**src/rtl/evt_cnt_pkg.sv**
```systemverilog
// Shared constants and helpers for the event counter bank.
package evt_cnt_pkg;

    // Counter overflow behaviour selectors for the SAT parameter.
    localparam int unsigned CNT_WRAP = 0;
    localparam int unsigned CNT_SAT  = 1;

    // Read address width for c channels; never narrower than one bit.
    function automatic int unsigned cnt_aw(input int unsigned c);
        return (c <= 1) ? 1 : $clog2(c);
    endfunction

endpackage

```
**src/rtl/cnt_chan.sv**
```systemverilog
// One event counter channel: live count, snapshot register, sticky overflow flag.
module cnt_chan
    import evt_cnt_pkg::*;
#(
    parameter int unsigned N   = 16,
    parameter int unsigned SAT = CNT_WRAP
) (
    input  logic         clk_i,
    input  logic         rst_i,
    input  logic         clr_i,
    input  logic         inc_i,
    input  logic         latch_i,
    output logic [N-1:0] cnt_o,
    output logic [N-1:0] snap_o,
    output logic         ovf_o
);

    localparam logic [N-1:0] CNT_MAX = '1;

    // Snapshot takes the pre-edge count, so latch with clear is a lossless read-and-clear.
    always_ff @(posedge clk_i or posedge rst_i) begin
        if (rst_i) begin
            cnt_o  <= '0;
            snap_o <= '0;
            ovf_o  <= 1'b0;
        end else begin
            if (latch_i) begin
                snap_o <= cnt_o;
            end
            if (clr_i) begin
                cnt_o <= '0;
                ovf_o <= 1'b0;
            end else if (inc_i) begin
                if (cnt_o == CNT_MAX) begin
                    ovf_o <= 1'b1;
                    cnt_o <= (SAT == CNT_SAT) ? CNT_MAX : '0;
                end else begin
                    cnt_o <= cnt_o + N'(1);
                end
            end
        end
    end

endmodule

```
**src/rtl/evt_cnt_bank.sv**
```systemverilog
// Bank of C independent event counters with snapshot registers and a
// one-cycle-latency snapshot read port.
module evt_cnt_bank
    import evt_cnt_pkg::*;
#(
    parameter int unsigned N   = 16,
    parameter int unsigned C   = 4,
    parameter int unsigned SAT = CNT_WRAP,
    parameter int unsigned AW  = cnt_aw(C)
) (
    input  logic           clk_i,
    input  logic           rst_i,
    input  logic           clr_i,
    input  logic [C-1:0]   inc_i,
    input  logic           latch_i,
    input  logic           rd_en_i,
    input  logic [AW-1:0]  rd_addr_i,
    output logic [N-1:0]   rd_data_o,
    output logic           rd_valid_o,
    output logic [C-1:0]   ovf_o,
    output logic [C*N-1:0] cnt_o
);

    logic [N-1:0] snap_w [C];
    logic [N-1:0] rd_mux_c;

    for (genvar k = 0; k < C; k++) begin : g_chan
        cnt_chan #(
            .N   (N),
            .SAT (SAT)
        ) u_chan (
            .clk_i   (clk_i),
            .rst_i   (rst_i),
            .clr_i   (clr_i),
            .inc_i   (inc_i[k]),
            .latch_i (latch_i),
            .cnt_o   (cnt_o[k*N +: N]),
            .snap_o  (snap_w[k]),
            .ovf_o   (ovf_o[k])
        );
    end

    // Snapshot select; addresses beyond the last channel read as zero.
    always_comb begin
        rd_mux_c = '0;
        for (int unsigned k = 0; k < C; k++) begin
            if (rd_addr_i == AW'(k)) begin
                rd_mux_c = snap_w[k];
            end
        end
    end

    // Registered read port; data holds between requests, valid pulses per request.
    always_ff @(posedge clk_i or posedge rst_i) begin
        if (rst_i) begin
            rd_data_o  <= '0;
            rd_valid_o <= 1'b0;
        end else begin
            rd_valid_o <= rd_en_i;
            if (rd_en_i) begin
                rd_data_o <= rd_mux_c;
            end
        end
    end

endmodule

```
**config.mk**
```make
export PLATFORM = sky130hd
export DESIGN_NAME = evt_cnt_bank
export DESIGN_NICKNAME = d
export VERILOG_FILES = /design/src/rtl/evt_cnt_pkg.sv /design/src/rtl/cnt_chan.sv /design/src/rtl/evt_cnt_bank.sv
export SDC_FILE = /design/constraint.sdc
export NUM_CORES = 1
export LEC_CHECK = 0
export ABC_CLOCK_PERIOD_IN_PS = 9900
export BUFFER_PORTS_ARGS = -buffer_cell sky130_fd_sc_hd__buf_2
export CAP_MARGIN = 25
export CORE_MARGIN = 8
export CORE_UTILIZATION = 62
export DETAILED_ROUTE_END_ITERATION = 8
export GPL_TIMING_DRIVEN = 0
export PLACE_DENSITY = 0.86
export SYNTH_ARGS = -nofsm -noshare
export SYNTH_HDL_FRONTEND = slang
export SYNTH_SLANG_ARGS = --single-unit
```
**constraint.sdc**
```tcl
create_clock -name clk_i -period 9.9 [get_ports clk_i]
set_clock_uncertainty 0.05 [all_clocks]
set_input_delay 1.98 -clock clk_i [delete_from_list [all_inputs] [get_ports clk_i]]
set_output_delay 1.98 -clock clk_i [all_outputs]
set_load 0.02 [all_outputs]
```
## Word level (Yosys, flattened, before mapping)

Cells that the tools add are included.

| cells by class | value |
|---|---|
| reductions and logical operators | 13 |
| shift-type cells | 0 |
| $mul | 0 |
| $lt $le $gt $ge | 0 |
| add/sub/neg operators | 4 |
| bitwise logic cells | 0 |
| div/mod/pow operators | 0 |
| muxes and demuxes | 28 |
| equality and inequality tests | 7 |

Operators with widths:

| kind | count |
|---|---|
| 16-bit two-way mux | 16 |
| 16-bit by 1-bit adder with 16-bit output, second input constant | 4 |
| 16-bit == test, second input constant | 4 |
| 2-bit nonzero test | 8 |
| 1-bit two-way mux | 12 |
| 2-bit AND reduction | 4 |
| 2-bit == test, second input constant | 2 |
| 2-bit by 1-bit == test with 1-bit output, second input constant | 1 |
| 2-bit zero test | 1 |

| storage, ports and cells | value |
|---|---|
| memory bits (writable) | 0 |
| output and inout port bits | 85 |
| memories | 0 |
| input port bits | 11 |
| word-level logic and storage cells | 66 |
| bits in latches | 0 |
| ROM bits | 0 |
| register bits | 149 |

## Logic depth before layout (Yosys ltp)

| depth | value |
|---|---|
| depth after elaboration | 5 |
| gate-level depth with buffers | 7 |
| gate-level depth less buffers | 5 |

## Modules after synthesis

From an unflattened synthesis, not the netlist that was laid out.

| unflattened totals | value |
|---|---|
| cell total of the unflattened synthesis | 588 |
| area total of the unflattened synthesis | 7065.5 um^2 |

By module, submodules not included:

| module | instances | sequential area each (um^2) | cells each | area an instance (um^2) |
|---|---|---|---|---|
| cnt_chan | 4 | 825.8 | 124 | 1473.9 |
| evt_cnt_bank | 1 | 425.4 | 92 | 1169.9 |

## Worst setup path before layout

OpenSTA, ideal clock, no wires.

| timing path | value |
|---|---|
| path type | input -> register |
| from | in rd_addr_i[1] |
| to | reg rd_data_o[0] |
| data arrival time | 3266 ps |
| library setup time | 125 ps |
| buffers on the path | 2 |
| required time | 9725 ps |
| setup slack | 6459 ps |
| stages | 4 |
| cell sequence | buf_2 -> buf_2 -> mux4_2 -> mux2_2 |

| between the ends | value |
|---|---|
| longest elaborated chain between the ends | 5 |
| elaborated cells between the ends (all ways) | 8 |
| classes of those cells | eq/ne (3); mux (4); reduce/logical (1) |

Ends and longest elaborated chain:

| what | RTL line | text |
|---|---|---|
| start: declaration | evt_cnt_bank.sv:17 | `input logic [AW-1:0] rd_addr_i,` |
| 2-bit zero test | evt_cnt_bank.sv:47 | `if (rd_addr_i == AW'(k)) begin` |
| 16-bit two-way mux (3 in a row) | evt_cnt_bank.sv:47 |  |
| 16-bit two-way mux (*) | evt_cnt_bank.sv:47 |  |
| end signal: assignment | evt_cnt_bank.sv:61 | `rd_data_o <= rd_mux_c;` |
| end: declaration | evt_cnt_bank.sv:18 | `output logic [N-1:0] rd_data_o,` |

Every way passes the cells marked *; elsewhere a longest branch is shown, timed or not.
A chain may end at the register's enable or synchronous reset.

## Worst setup path after layout

| timing path | value |
|---|---|
| from | in clr_i |
| to | reg g_chan[0].u_chan.ovf_o |

| between the ends | value |
|---|---|
| longest elaborated chain between the ends | 2 |
| elaborated cells between the ends (all ways) | 4 |
| classes of those cells | mux (1); reduce/logical (3) |

Ends and longest elaborated chain:

| what | RTL line | text |
|---|---|---|
| start: declaration | evt_cnt_bank.sv:13 | `input logic clr_i,` |
| 2-bit nonzero test (no source line) | n/a |  |
| 2-bit AND reduction (no source line) | n/a |  |
| end signal: assignment | cnt_chan.sv:25 | `ovf_o <= 1'b0;` |
| end signal: assignment | cnt_chan.sv:32 | `ovf_o <= 1'b0;` |
| end signal: assignment | cnt_chan.sv:35 | `ovf_o <= 1'b1;` |
| end: declaration | cnt_chan.sv:15 | `output logic ovf_o` |

Parallel ways exist; a longest one is shown, timed or not.

==> impl_results.md <==
* Status: finished, final reports clean
* Final instance area at 8230 um^2
* Skew-Pair Late Insertion Delay at 0.53 ns
* Drt via density at 6.33
* Placed cell areas at 7570 um^2
* Synth Flop Type: dfrtp_1
* Commonest non-fill, non-tap cell in the layout: dfrtp_1
* Synth Cell Area at 6920 um^2
* Gr busiest metal: met2
* Synth async-reset ratio at 100%
* Final Hold Fails at 0
* Initial DRC count at 509
* Post-DP HPWL at 12800 um
* Vias in the first global route at 5483
* Hold path cells at 2
* Area Growth Syn to Fin at 18.8%
* Setup WS pre-CTS at 5.57 ns
* Initial antenna violation count at 0
* Worst Slack Setup Final at 5.96 ns
* TritonRoute pass-1 iters at 6
* CTS Hold Buffers Added at 0
* First-pass GRT wire length at 29800 um
* TritonCTS clock tree: yes
* Net Switching at 0.297 mW
* # nets final at 696
* Setup TNS at 0 ns
* H-tree depth at 4
* P_leak at 4.00 nW
* WHS at 0.451 ns
* Crit path time final at 3.94 ns
* Worst setup SP type: primary input
* Root buf cell: clkbuf_8
* Share of cells above drive strength 1 at 33.7%
* CP Data Arrival Time at 4.27 ns
* Inst Count DP at 802
* Wire per inst at 22.1 um
* Cells after synthesis at 572
* Slowest stage delay, CP at 0.61 ns
* I/O Pins at 96
* CTS sink cnt at 149
* GRT overflow at 0
* PostCTS Resize Cnt at 0
* Worst path required time at 10.23 ns
* Cells along the critical path: buf_2 -> buf_2 -> buf_1 -> clkbuf_1 -> buf_1 -> nor2_1
* Post-route insts no fill at 834
* I/O Buffers at 89
* Fin crit share at 39.8%
* Hold WC Path Type: reg -> reg
* Synthesis warning total at 0
* Slew margin rel. at 50.6%
* Clock Power Share at 50.2%
* Crit end category: register
* Fmax at 254 MHz
* Initial core utilization at 63.6%
* Netlist cell types at 43
* Overall Global Routing Usage at 26.2%
* Pwr Total at 1.40 mW
* Peak supply drop at 0.000147 V
* PwrDens at 171 nW/um^2
* Crit Path Class: in -> reg
* Core area at 10900 um^2
* Avg Cell Area, Syn at 12.1 um^2
* Dominant cell type by area after synthesis: dfrtp_1
* Sequential area share after synthesis at 53.9%
* Met1 usage at 31.5%
* Slew at the pin closest to its max-slew limit at 0.741 ns
* Crit-path slowest cell: buf_1
* Setup bufs post-CTS at 0
* R2R cell count at 7
* Pint at 1.11 mW
* # DRC at 0
* Util after Layout at 75.5%
* Synth top area share at 53.9%
* Row count at 38
* Critical-path maximum fanout at 10
* Most frequent cells in the layout: 149 x dfrtp_1, 96 x buf_2, 81 x mux2_2
* Sw frac at 21.2%
* GP Congestion at 0.937
* EDFF count, synth at 0
* Register clock-pin slew on the reported worst setup and hold paths at 0.06 ns
* Clk buf depth at 2
* Final setup viols at 0
* Seq pwr share at 44.8%
* Max Transition Viols Final at 0
* Fill count at 689
* Met3 GRT Util at 6.43%
* Die area at 14800 um^2
* Largest net degree at the start of global routing at 96
* Vias at 5278
* Die X at 122 um
* Seq cells post-synth at 149
* GR Util met2 at 43.6%
* Gate power share at 5.0%
* RSZ-0062 raised after global routing: false
* Synthesized Nets at 587
* TritonCTS Buffers at 17
* Post-Route WL at 18500 um
* Antenna Nets Post-Route at 0
* # Max-Cap Violations at 0
* Area contributors post-synth: dfrtp_1 54%, mux2_2 13%, mux4_2 5.2%
* N_diodes at 0
* Die height at 122 um
## synthesized netlist by cell type (2+ instances only)
cell type  number
clkbuf_1       21
a22o_1          2
mux4_2         16
a31o_2          3
nand4_1        20
a21oi_1        12
or4_1           5
xor2_1         16
nor3b_1         2
xnor2_1        32
o31ai_1         3
buf_2           7
dfrtp_1       149
ha_1            4
inv_1           9
o21ai_0         6
nand4_4         2
and3_1         10
nor4_1         12
mux2_2         81
a41o_1          2
nand3_1        18
nor2_1         72
buf_4           4
o211a_1         2
nor3_1         11
o2111ai_1       5
buf_1           3
or3_1           4
a21o_1          3
nand2_1        21
o211ai_1        4
## final cells by class
class | count | area (um^2) | share of cell area (%)
sequential | 149 | 3730 | 45.3
multi-input combinational | 379 | 3000 | 36.5
clock buffer | 25 | 484 | 5.89
timing repair buffer | 90 | 473 | 5.75
tap | 140 | 175 | 2.13
clock inverter | 7 | 166 | 2.02
buffer | 35 | 155 | 1.89
inverter | 9 | 38.8 | 0.472
## kinds of logic (layout without fill, tap and decap cells)
kind of cell             after synthesis  count (layout)  synth area share [%]
flip-flops                           149             149                  53.9
AO/OA/AOI/OAI                         46              46                  4.77
XOR/XNOR                              48              48                  6.07
AND/OR/NAND/NOR                      184             184                  13.4
multiplexers                          97              97                  18.4
adder cells (fa/ha/maj)                4               4                 0.723
buffers and inverters                 44             166                  2.73
## power groups by stage
stage | logic [mW] | registers, mW | clock network, mW
2_1_floorplan | 0.0446 | 0.640 | 0
3_3_place_gp | 0.0668 | 0.638 | 0
3_5_place_dp | 0.0708 | 0.638 | 0
4_1_cts | 0.0716 | 0.628 | 0.706
5_1_grt | 0.0773 | 0.629 | 0.738
6_report | 0.0708 | 0.628 | 0.704
## flip-flops by register name (all words and copies together) (netlist names)
name / count
g_chan.u_chan.cnt_o: 64
rd_valid_o: 1
g_chan.u_chan.ovf_o: 4
g_chan.u_chan.snap_o: 64
rd_data_o: 16
## per-layer routing
metal / routed length [um] / share of wire, %
met2: 9260 / 50
met1: 7000 / 38
met3: 1510 / 8.2
met5: 0 / 0
met4: 689 / 3.7
## worst paths after layout
path                                                 from                          to  slack, ns
worst min-delay path               g_chan[2].u_chan.ovf_o      g_chan[2].u_chan.ovf_o       0.45
worst min register to register     g_chan[2].u_chan.ovf_o      g_chan[2].u_chan.ovf_o       0.45
worst max-delay path                                clr_i      g_chan[0].u_chan.ovf_o       5.96
worst max register to register  g_chan[0].u_chan.cnt_o[0]   g_chan[0].u_chan.cnt_o[2]       7.64
min in group asynchronous                           rst_i   g_chan[0].u_chan.cnt_o[6]       1.45
max in group asynchronous                           rst_i  g_chan[1].u_chan.snap_o[0]       7.54
## critical path: cells and delay by family
kind | cells | cell delay [ns]
and+or+nand+nor | 1 | 0.13
buffers and inverters | 5 | 2.14
Note: power is estimated with default switching activity, not from simulation.
